**config.mk**
```make
export PLATFORM = sky130hd
export DESIGN_NAME = envelope_gen
export DESIGN_NICKNAME = d
export VERILOG_FILES = /design/src/rtl/envelope_gen.sv
export SDC_FILE = /design/constraint.sdc
export NUM_CORES = 1
export LEC_CHECK = 0
export ABC_AREA = 1
export CAP_MARGIN = 20
export CORE_MARGIN = 8
export CORE_UTILIZATION = 30
export CTS_CLUSTER_SIZE = 40
export DETAILED_ROUTE_END_ITERATION = 16
export PLACE_DENSITY = 0.49
export SYNTH_ARGS = -nofsm -noshare
export SYNTH_HDL_FRONTEND = slang
export SYNTH_SLANG_ARGS = --single-unit
```
**constraint.sdc**
```tcl
create_clock -name clk -period 2.95 [get_ports clk]
set_input_delay 0.4425 -clock clk [delete_from_list [all_inputs] [get_ports clk]]
set_output_delay 0.4425 -clock clk [all_outputs]
set_load 0.05 [all_outputs]
```
**src/rtl/envelope_gen.sv**
```systemverilog
// envelope_gen -- linear ADSR envelope generator.
//
// Produces a non-negative signed gain word (0..2^(BITSIZE-1)-1) for the
// voice attenuator. The envelope advances one step on every cycle where
// sample_tick is high; on all other cycles every register holds.
//
// Ports:
//   clk            system clock
//   rst            asynchronous active-high reset
//   sample_tick    one-cycle audio-rate update strobe
//   gate           note on (1) / off (0), level-sensitive
//   attack_step    unsigned increment per tick in ATTACK
//   decay_step     unsigned decrement per tick in DECAY
//   sustain_level  unsigned sustain target (tracked live in SUSTAIN)
//   release_step   unsigned decrement per tick in RELEASE
//   out            registered gain word, MSB always 0
//   state          registered phase: IDLE=0 ATTACK=1 DECAY=2 SUSTAIN=3 RELEASE=4
//   active         registered, high whenever state is not IDLE

module envelope_gen #(
  parameter int BITSIZE = 16
) (
  input  logic                      clk,
  input  logic                      rst,
  input  logic                      sample_tick,
  input  logic                      gate,
  input  logic [BITSIZE-2:0]        attack_step,
  input  logic [BITSIZE-2:0]        decay_step,
  input  logic [BITSIZE-2:0]        sustain_level,
  input  logic [BITSIZE-2:0]        release_step,
  output logic signed [BITSIZE-1:0] out,
  output logic [2:0]                state,
  output logic                      active
);

  typedef enum logic [2:0] {
    S_IDLE    = 3'd0,
    S_ATTACK  = 3'd1,
    S_DECAY   = 3'd2,
    S_SUSTAIN = 3'd3,
    S_RELEASE = 3'd4
  } env_state_e;

  // Level is one bit wider than out: level + step (both below 2^(BITSIZE-1))
  // always fits, so the attack sum never wraps before clamping.
  localparam int LW = BITSIZE + 1;
  localparam logic [LW-1:0] MAX = {2'b00, {(BITSIZE-1){1'b1}}};

  env_state_e      state_q, state_d;
  logic [LW-1:0]   level_q, level_d;
  logic            active_q;

  logic [LW-1:0]   att_ext, dec_ext, sus_ext, rel_ext;
  logic [LW-1:0]   attack_sum, attack_val;
  logic [LW-1:0]   decay_floor, decay_val;
  logic [LW-1:0]   release_val;

  assign att_ext = {2'b00, attack_step};
  assign dec_ext = {2'b00, decay_step};
  assign sus_ext = {2'b00, sustain_level};
  assign rel_ext = {2'b00, release_step};

  // ATTACK: min(level + step, MAX)
  assign attack_sum = level_q + att_ext;
  assign attack_val = (attack_sum >= MAX) ? MAX : attack_sum;

  // DECAY: max(level - step, sustain). Comparing against sustain + step
  // avoids forming a possibly underflowing difference first.
  assign decay_floor = sus_ext + dec_ext;
  assign decay_val   = (level_q >= decay_floor) ? (level_q - dec_ext) : sus_ext;

  // RELEASE: max(level - step, 0)
  assign release_val = (level_q > rel_ext) ? (level_q - rel_ext) : '0;

  // NOTE: every always_comb output gets a default first so no path leaves it
  // unassigned; otherwise synthesis infers a latch to remember the old value.
  always_comb begin
    state_d = state_q;
    level_d = level_q;
    if (sample_tick) begin
      // Gate changes take priority over the per-phase level rules.
      if (gate && (state_q == S_IDLE || state_q == S_RELEASE)) begin
        // Retrigger continues from the current level rather than from 0.
        state_d = S_ATTACK;
        level_d = attack_val;
      end else if (!gate && (state_q == S_ATTACK || state_q == S_DECAY ||
                             state_q == S_SUSTAIN)) begin
        state_d = S_RELEASE;
        level_d = release_val;
      end else begin
        unique case (state_q)
          S_IDLE: begin
            level_d = '0;
          end
          S_ATTACK: begin
            level_d = attack_val;
            if (attack_val == MAX) state_d = S_DECAY;
          end
          S_DECAY: begin
            level_d = decay_val;
            if (decay_val == sus_ext) state_d = S_SUSTAIN;
          end
          S_SUSTAIN: begin
            // Follows sustain_level with no slew.
            level_d = sus_ext;
          end
          S_RELEASE: begin
            level_d = release_val;
            if (release_val == '0) state_d = S_IDLE;
          end
          default: begin
            state_d = S_IDLE;
            level_d = '0;
          end
        endcase
      end
    end
  end

  // NOTE: state registers use non-blocking assignments so every flop samples
  // its inputs from before the edge, independent of statement order.
  always_ff @(posedge clk or posedge rst) begin
    if (rst) begin
      state_q  <= S_IDLE;
      level_q  <= '0;
      active_q <= 1'b0;
    end else begin
      state_q  <= state_d;
      level_q  <= level_d;
      active_q <= (state_d != S_IDLE);
    end
  end

  // Level never exceeds MAX, so the dropped top bit is always 0.
  assign out    = signed'(level_q[BITSIZE-1:0]);
  assign state  = state_q;
  assign active = active_q;

endmodule

```
# Word-level counts from Yosys, hierarchy flattened

Index checks and enable logic that the tools add are counted.

Register bits: 21
Input port bits: 64
Word-level logic and storage cells: 39

$add $sub $neg: 4
Magnitude comparators: 3
Eq/ne operators: 6
Mux-type cells: 13
Reduce and logical (&&, ||, !) cells: 10

Operators with widths:

| cell                 | number |
|---|---|
| $mux 17              | 5 |
| $pmux 17 s4          | 1 |
| $sub 17x15->17       | 2 |
| $mux 3               | 6 |
| $add 17x15->17       | 1 |
| $eq 17x15->1         | 1 |
| $eq 17x15->1 const B | 1 |
| $ge 17x15->1 const B | 1 |
| $ge 17x16->1         | 1 |
| $gt 17x15->1         | 1 |
| $logic_not 17->1     | 1 |
| $add 15x15->16       | 1 |
| $pmux 3 s4           | 1 |
| $eq 3x2->1 const B   | 2 |
| $eq 3x1->1 const B   | 1 |
| $eq 3x3->1 const B   | 1 |
| $logic_not 3->1      | 1 |
| $logic_or 1x1->1     | 3 |
| $reduce_bool 3->1    | 1 |
| $logic_and 1x1->1    | 2 |
| $reduce_or 2->1      | 1 |
| $logic_not 1->1      | 1 |

# Depth between registers and ports, before layout

Gate-level depths: netlist of the first run.

Depth in word-level cells: 10
Depth in mapped cells: 31
Depth with buffers taken out: 31

# Least setup slack after synthesis of the first run

No wires, ideal clock.

Path type: input -> register
Start: input port decay_step[2]
End: register level_q[0]
Setup time: 0.132 ns
Data arrival time: 3.498 ns
Required time: 2.818 ns
Path slack: -0.680 ns
Stages: 27
Cells stage by stage: ha_1 -> a21o_1 -> nand2_1 -> nand2_1 -> a21oi_1 -> o21ai_0 -> a21oi_1 -> o21bai_1 -> nand3_1 -> nand2_1 -> nand2_1 -> nand2_1 -> xor2_1 -> ha_1 -> nand2_1 -> nor2_2 -> nand2_1 -> nor2_1 -> nand2_1 -> nand4_4 -> buf_6 -> nand2_1 -> and3_1 -> o21ai_1 -> o31ai_1 -> nand2_1 -> o211ai_1

Cells in the longest elaborated chain, start to end: 6

Ends and longest elaborated chain:

| what                 | RTL line | source |
|---|---|---|
| start, declared      | 28       | `input logic [BITSIZE-2:0] decay_step,` |
| $add 15x15->16       | 69       | `assign decay_floor = sus_ext + dec_ext;` |
| $ge 17x16->1         | 70       | `assign decay_val = (level_q >= decay_floor) ? (level_q - dec_ext) : sus_ext;` |
| $mux 17              | 70       |  |
| $pmux 17 s4          | 91       | `unique case (state_q)` |
| $mux 17              | 86       | `end else if (!gate && (state_q == S_ATTACK \|\| state_q == S_DECAY \|\|` |
| $mux 17              | 82       | `if (gate && (state_q == S_IDLE \|\| state_q == S_RELEASE)) begin` |
| end signal, assigned | 129      | `level_q <= level_d;` |
| end, declared        | 50       | `logic [LW-1:0] level_q, level_d;` |

Every way passes these cells.
A chain may end at the register's enable or synchronous reset.

# Final worst setup path of the first run

Start: input port sustain_level[8]
End: register level_q[4]

Cells in the longest elaborated chain, start to end: 6

Ends and longest elaborated chain:

| what            | RTL line | source |
|---|---|---|
| start, declared | 29       | `input logic [BITSIZE-2:0] sustain_level,` |
| $add 15x15->16  | 69       |  |
| $ge 17x16->1    | 70       |  |
| $mux 17         | 70       |  |
| $pmux 17 s4     | 91       |  |
| $mux 17         | 86       |  |
| $mux 17         | 82       |  |

Every way passes these cells.

==> results of run 1 <==
==> cells by family after synthesis <==
logic type	share of synthesized area, %
adder cells (fa/ha/maj)	16.6
XOR/XNOR	4.50
AND/OR/NAND/NOR	41.2
AO/OA/AOI/OAI	15.1
buffers and inverters	14.2
flip-flops	8.44
==> final timing paths <==
kind                                  start    endpoint  slack, ns  depth (start not counted)
min in group asynchronous               rst    state[1]       0.68                          2
min reg2reg                      level_q[3]  level_q[3]       0.57                          2
min                              level_q[3]  level_q[3]       0.57                          2
max reg2reg                      level_q[0]    state[0]       0.12                         21
max in group asynchronous               rst  level_q[0]       1.66                          2
max                        sustain_level[8]  level_q[4]      -0.65                         27
==> power breakdown <==
part	total, mW	switching [mW]	internal, mW
Clock	0.302	0.117	0.185
Sequential	0.630	0.218	0.412
Combinational	9.20	5.21	3.99
==> area by class of cell <==
cell class	instances	area [sq um]
Multi-Input combinational cell	873	5220
Fill cell	2294	11000
Inverter	165	637
Timing Repair Buffer	292	2470
Clock buffer	4	78.8
Sequential cell	21	527
Tap cell	270	338
==> cells in the final DEF, fill, tap and decap left out, drive strengths merged, types with 5 or more instances in the layout <==
cell type      Yosys  layout
dfrtp             21      21
nand3b            12      12
buf               30     218
a21oi             70      70
o211ai             9       9
ha                76      76
o21ai             47      47
inv              161     161
xor2              17      17
a31oi             12      12
clkbuf             3       7
clkdlybuf4s50      0      59
nor2              97      97
nand4             13      13
xnor2             15      15
nor3               5       5
o22ai              7       7
dlygate4sd2        0      11
nand2            361     361
nand3            101     101
==> through the flow <==
stage,TNS (ns),std cells
final,-10.37,1625
after global routing,-15.29,1625
after CTS,-11.00,1620
after detailed placement,-23.13,1607
after global placement,-21.93,1607
after floorplan,-6.93,1092
==> worst reg2reg max path: stages (launching register included) <==
cell     delay [ns]
dfrtp_2        0.46
inv_2          0.15
ha_1           0.19
inv_1          0.06
fa_1           0.39
nand3_1        0.08
nand2_1        0.13
nand2_1        0.09
nand2_1        0.10
nand2_1        0.13
nand2_1        0.08
nand2_1        0.06
nand2_1        0.11
nand3_1        0.09
nand2_1        0.05
nor2_1         0.08
nand2_1        0.06
nor2_1         0.12
nand3_1        0.11
nand2_1        0.09
nand2_2        0.06
nand2_1        0.07
==> flip-flops by register name (all words and copies together), names as in the netlist <==
name     flops
level_q     17
state        3
active       1
==> routing by layer <==
layer / GRT usage (%) / vias up / share of wire, %
li1: - / 4080 / -
met1: 26.1 / 3539 / 45
met2: 34.4 / 222 / 46
met3: 2.47 / 44 / 4.9
met4: 6.71 / 0 / 3.6
met5: 0 / - / 0
==> what timing repair did <==
action,in CTS,in global routing
endpoints found under the setup margin,20,21
gates cloned,3,1
setup buffers,6,5
pin swaps,49,43
hold endpoints to repair,0,0
gates resized for setup,110,52
==> summary.md, run 1 <==
| Metric | Value |
|---|---|
| Worst skew pair latency | `0.26 ns` |
| CP top delay family | `simple AND/OR/NAND/NOR gates` |
| Cell mode on critical path | `nand2_1` |
| Clk pin slew, worst setup/hold paths | `0.06 ns` |
| Max-Cap Viols | `0` |
| Avg Synthesized Cell Area | `5.70 sq um` |
| HPWL Detailed | `22.6 mm` |
| Total power | `10.1 mW` |
| Total Wirelength | `26.8 mm` |
| Most frequent cell after synthesis | `nand2_1` |
| Cell count after synthesis | `1092` |
| Worst-Margin Slew | `0.903 ns` |
| Synth cell types | `48` |
| Die area | `25600 sq um` |
| Finished Core Util | `45.6%` |
| Final setup violation count | `19` |
| Post-synth top cells | `350 x nand2_1, 155 x inv_1, 98 x nand3_1` |
| Number of enable flip-flop cells after synthesis | `0` |
| Vias/cell | `4.85` |
| Post-route cell area | `9260 sq um` |
| Synth Net Count | `1236` |
| CTS H-tree lvls | `1` |
| Share of cells above drive strength 1 | `24.9%` |
| Violated checks | `setup timing` |
| Number of global-route vias before repair | `7634` |
| Hold slack | `0.567 ns` |
| Achievable frequency | `278 MHz` |
| PwrDens | `1090 nW/um^2` |
| DR DRC count | `0` |
| DIE HEIGHT | `160 um` |
| Hold Path Class | `reg2reg` |
| Number of CTS-inserted buffers | `3` |
| Post-synth ARST share | `100%` |
| Max IR drop VDD | `0.518 mV` |
| Area Overhead vs Synth | `48.8%` |
| GRT Util Overall | `20.3%` |
| Core area | `20300 sq um` |
| Slew HR | `39.7%` |
| Initial antenna violation count | `0` |
| Flops & latches, synth | `21` |
| Fin crit share | `122%` |
| Skew final | `0.00344 ns` |
| Max-slew violations | `0` |
| Drt wl/cell | `16.5 um` |
| Top Ports | `84` |
| Min cycle time layout | `3.60 ns` |
| DRT iter0 DRCs | `516` |
| DR vias | `7885` |
| Critical path fanouts, max | `8` |
| Clock root cell | `clkbuf_16` |
| Slowest stage cell, crit path | `dlygate4sd2_1` |
| Critical path type | `in2reg` |
| Final antenna-violating net count | `0` |
| Synthesized cell area | `6220 sq um` |
| Seq/Total Area, Yosys | `8.44%` |
| Initial Util | `30.7%` |
| Status | `finished with violations` |
| Chip width | `160 um` |
| Total of warnings raised by yosys | `0` |
| N_diodes | `0` |
| Worst EP arrival | `3.75 ns` |
| Hold Violations, Final | `0` |
| Area leader, netlist | `nand2_1` |
| Setup WS post-layout | `-0.648 ns` |
| Post-CTS Hold Fix Bufs | `0` |
| Clock sink count | `21` |
| Congestion Overflow GR | `0` |
| Gpl congestion | `0.922` |
| Most used DFF post-synth | `dfrtp_1` |
| Pin count of the biggest net entering global routing | `27` |
| First-pass DRT Iterations | `5` |
| Slowest cell delay on critical path | `0.30 ns` |
| RSZ-0062 raised after global routing | `yes` |
| Placed Area | `8680 sq um` |
| Synth top area cells | `nand2_1 21%, ha_1 15%, inv_1 9.3%` |
| Row cnt | `52` |
| Setup WS pre-CTS | `-1.30 ns` |
| TritonCTS clock tree | `built` |
| Setup crit end kind | `flip-flop` |
| Type of origin of the critical path | `primary input` |
| Share of the synthesized area in the top cell type | `21.1%` |
| Fin nets | `1500` |
| Crit path required time | `3.10 ns` |
| First-pass GRT wire length | `41.3 mm` |
| CTS Buffer Depth | `2` |
| P_leak | `5.00 nW` |
| # port buffers | `83` |
| Worst Path Buf+Inv | `6` |
No activity file was read; power rests on OpenSTA's default activity.
==> run 2: changes to the inputs <==
- clock period: 2.95 -> 3.7 ns (I/O delays scaled with it)
==> summary.md, run 2 (same netlist as run 1, synthesis figures left out) <==
| Metric | Value |
|---|---|
| Status | `finished with violations` |
| Violated checks | `setup timing` |
| Fin nets | `1381` |
| CTS Buffer Depth | `2` |
| Final antenna-violating net count | `0` |
| Hold Violations, Final | `0` |
| Hold Path Class | `reg2reg` |
| Type of origin of the critical path | `primary input` |
| Critical path type | `in2reg` |
| Placed Area | `7660 sq um` |
| DIE HEIGHT | `160 um` |
| Setup crit end kind | `flip-flop` |
| First-pass DRT Iterations | `5` |
| Worst Path Buf+Inv | `3` |
| GR peak layer | `met2` |
| Skew final | `0.00698 ns` |
| Share of cells above drive strength 1 | `17.8%` |
| Worst-Margin Slew | `0.896 ns` |
| Most common cell after layout, fill and taps aside | `nand2_1` |
| # port buffers | `83` |
| Cell mode on critical path | `nand2_2` |
| Crit path required time | `3.84 ns` |
| P_leak | `4.46 nW` |
| Post-CTS Hold Fix Bufs | `0` |
| Number of global-route vias before repair | `7038` |
| Fin crit share | `103%` |
| Row cnt | `52` |
| GRT Util Overall | `18.1%` |
| Max reg flops | `17` |
| Core area | `20300 sq um` |
| Drt wl/cell | `16.2 um` |
| Clk pin slew, worst setup/hold paths | `0.06 ns` |
| Met3 GRT Util | `1.52%` |
| Congestion Overflow GR | `0` |
| Clock root cell | `clkbuf_16` |
| Clock sink count | `21` |
| Largest Register | `level_q` |
| Total power | `6.92 mW` |
| Max-Cap Viols | `0` |
| First-pass GRT wire length | `37.7 mm` |
| DR DRC count | `0` |
| Number of CTS-inserted buffers | `3` |
| N_diodes | `0` |
| Setup WS post-layout | `-0.115 ns` |
| Worst skew pair latency | `0.26 ns` |
| Slowest stage cell, crit path | `ha_1` |
| CTS H-tree lvls | `1` |
| Vias/cell | `4.91` |
| Most frequent cells in the layout | `326 x nand2_1, 154 x inv_1, 89 x nor2_1` |
| Pin count of the biggest net entering global routing | `28` |
| PwrDens | `818 nW/um^2` |
| TritonCTS clock tree | `built` |
| RSZ-0062 raised after global routing | `yes` |
| Initial Util | `30.7%` |
| DR vias | `7392` |
| CP top delay family | `simple AND/OR/NAND/NOR gates` |
| Post-route cell area | `8460 sq um` |
| Final setup violation count | `13` |
| Max-slew violations | `0` |
| HPWL Detailed | `19.8 mm` |
| Chip width | `160 um` |
| DRT iter0 DRCs | `480` |
| Worst EP arrival | `3.95 ns` |
| Slowest cell delay on critical path | `0.31 ns` |
| Total Wirelength | `24.5 mm` |
| Top Ports | `84` |
| Max IR drop VDD | `0.389 mV` |
| Finished Core Util | `41.7%` |
| Min cycle time layout | `3.82 ns` |
| Slew HR | `40.2%` |
| Hold slack | `0.576 ns` |
| Met2 Track Usage GR | `32.3%` |
| Area Overhead vs Synth | `35.8%` |
| Critical path fanouts, max | `7` |
| Die area | `25600 sq um` |
| Grt met1 use | `22.9%` |
| Gpl congestion | `0.936` |
| Initial antenna violation count | `0` |
| Achievable frequency | `262 MHz` |
run 2: tightest hold or removal path: cells and delay by family (launching register included):
kind          cells  cell delay [ns]
flops             1             0.40
simple gates      2             0.15
run 2: timing repair:
item,CTS,global route
pin swaps,46,61
gates cloned,3,2
endpoints found under the setup margin,19,19
setup buffers,10,10
resized for setup,112,66
run 2: final timing paths:
kind	startpoint	cells after the start	slack, ns	end
worst max-delay path	decay_step[2]	30	-0.12	active
worst min-delay path	state[0]	2	0.58	state[0]
worst max register to register	level_q[12]	13	0.73	active
worst min register to register	state[0]	2	0.58	state[0]
max in group asynchronous	rst	2	2.36	level_q[10]
min in group asynchronous	rst	2	0.79	state[2]
run 2: area by class of cell:
class	count	area, sq um
fillers	2201	11800
multi-input cells	873	5300
repair buffers	173	1590
inverters	165	627
flip-flops and latches	21	526
well taps	270	338
clock buffers	3	75.1
clock inverters	1	7.51
run 2: report_power, final:
group	switching (mW)	internal (mW)
Sequential	0.296	0.324
Clock	0.0977	0.147
Combinational	3.75	2.31
Total	4.14	2.78
run 2: per-stage QoR:
| step | setup TNS [ns] | instances | setup slack (ns) |
|---|---|---|---|
| after floorplan | 0 | 1092 | 0.0332 |
| after global placement | -13.17 | 1479 | -0.799 |
| after detailed placement | -13.86 | 1479 | -0.844 |
| after CTS | -1.62 | 1496 | -0.193 |
| after global routing | -5.37 | 1506 | -0.387 |
| final | -0.740 | 1506 | -0.115 |
run 2: routing by layer:
layer  vias up  part of all wire [%]
li1       3848                     -
met1      3333                    45
met2       177                    49
met3        34                   3.8
met4         0                   2.5
met5         -                     0
==> run 3: changes to the inputs <==
- SKIP_CTS_REPAIR_TIMING: unset -> 1
==> summary.md, run 3 (same netlist as run 1, synthesis figures left out) <==
| Metric | Value |
|---|---|
| Status | `finished with violations` |
| Violated checks | `setup timing` |
| Max-Cap Viols | `0` |
| First-pass GRT wire length | `36.7 mm` |
| Row cnt | `52` |
| Slew HR | `40.3%` |
| Setup WS pre-CTS | `-0.844 ns` |
| Drt wl/cell | `16.1 um` |
| Share of cells above drive strength 1 | `16.9%` |
| Critical path fanouts, max | `7` |
| Cell mode on critical path | `nor2_1` |
| Initial antenna violation count | `0` |
| Crit path required time | `3.89 ns` |
| Achievable frequency | `260 MHz` |
| Min cycle time layout | `3.85 ns` |
| DR DRC count | `0` |
| Crit path from | `sustain_level[0]` |
| Fin nets | `1379` |
| Die area | `25600 sq um` |
| Hold Crit Start | `state[0]` |
| TritonCTS clock tree | `built` |
| Worst Path Buf+Inv | `5` |
| CTS H-tree lvls | `1` |
| Fillers | `2213` |
| Total Wirelength | `24.3 mm` |
| Area Overhead vs Synth | `35.6%` |
| Finished Core Util | `41.6%` |
| Slowest stage cell, crit path | `fa_2` |
| Pin count of the biggest net entering global routing | `28` |
| P_leak | `4.54 nW` |
| Total power | `6.87 mW` |
| Worst skew pair latency | `0.26 ns` |
| HPWL Detailed | `19.8 mm` |
| Max reg flops | `17` |
| Type of origin of the critical path | `primary input` |
| Most frequent cells in the layout | `328 x nand2_1, 153 x inv_1, 91 x nand3_1` |
| Number of CTS-inserted buffers | `3` |
| Final antenna-violating net count | `0` |
| First-pass DRT Iterations | `5` |
| CTS Buffer Depth | `2` |
| PwrDens | `814 nW/um^2` |
| DR vias | `7316` |
| Skew final | `0.00798 ns` |
| Setup crit end kind | `flip-flop` |
| Final cell count without fillers | `1504` |
| Largest Register | `level_q` |
| # port buffers | `83` |
| DIE HEIGHT | `160 um` |
| Hold Path Class | `reg2reg` |
| Max-slew violations | `0` |
| DRT iter0 DRCs | `494` |
| Final setup violation count | `16` |
| Worst-Margin Slew | `0.895 ns` |
| Clock root cell | `clkbuf_16` |
| CP top delay family | `simple AND/OR/NAND/NOR gates` |
| Slowest cell delay on critical path | `0.41 ns` |
| Most common cell after layout, fill and taps aside | `nand2_1` |
| Initial Util | `30.7%` |
| GRT Util Overall | `17.7%` |
| Clk pin slew, worst setup/hold paths | `0.06 ns` |
| Chip width | `160 um` |
| Hold Violations, Final | `0` |
| N_diodes | `0` |
| Congestion Overflow GR | `0` |
| Gpl congestion | `0.936` |
| Vias/cell | `4.86` |
| Fin Setup TNS | `-1.01 ns` |
| Core area | `20300 sq um` |
| Dpl cells | `1479` |
| RR Startpoint | `level_q[8]` |
| Top Ports | `84` |
| Worst EP arrival | `4.04 ns` |
| RSZ-0062 raised after global routing | `yes` |
| Fin crit share | `104%` |
| Setup WS post-layout | `-0.146 ns` |
| Clock sink count | `21` |
| Number of global-route vias before repair | `6864` |
| Critical path type | `in2reg` |
| Max IR drop VDD | `0.389 mV` |
## run 3: changes by cell type in the layout (fill, tap and decap cells not counted), moves of 3 or more
cell	before	now
dlymetal6s2s_1	1	14
buf_2	6	1
nand3_1	86	91
nand3_2	13	9
dlygate4sd2_1	13	0
clkbuf_2	2	6
o21ai_1	7	11
nand2_2	27	24
## run 3: final timing paths
check	endpoint	slack [ns]	cells after the start
setup / recovery	active	-0.15	30
hold / removal	state[0]	0.57	2
setup reg to reg	active	0.72	15
hold reg to reg	state[0]	0.57	2
max in group asynchronous	level_q[10]	2.36	2
min in group asynchronous	state[2]	0.79	2
## run 3: area by class of cell
cell class	instances	area, sq um	area share [%]
repair buffers	171	1610	19.1
well taps	270	338	4.00
multi-input cells	873	5240	62.1
clock buffers	3	75.1	0.890
clock inverters	1	7.51	0.0890
flip-flops and latches	21	526	6.23
inverters	165	637	7.55
## run 3: tightest hold or removal path: cells and delay by family, from the launching register on
kind | cells | cell delay (ns)
DFF | 1 | 0.40
and+or+nand+nor | 2 | 0.15
## run 3: where the power goes
| group | switching (mW) | internal (mW) |
|---|---|---|
| combinational | 3.69 | 2.32 |
| sequential | 0.296 | 0.324 |
| clock | 0.0981 | 0.147 |
| total | 4.08 | 2.79 |
## run 3: metal layers
metal  part of all wire [%]  GRT usage [%]  vias to the layer above
met3                    3.6           1.49                       38
met2                     49           31.2                      168
met4                    2.6           4.84                        0
li1                       -              -                     3843
met1                     45           22.5                     3267
met5                      0              0                        -
## run 3: metrics by stage
| step | hold WS (ns) | area (sq um) |
|---|---|---|
| CTS | 0.572 | 7750 |
| detailed placement | 0.557 | 7660 |
| finish | 0.571 | 8440 |
| floorplan | 0.532 | 6230 |
| global route | 0.589 | 8440 |
| global placement | 0.553 | 7660 |
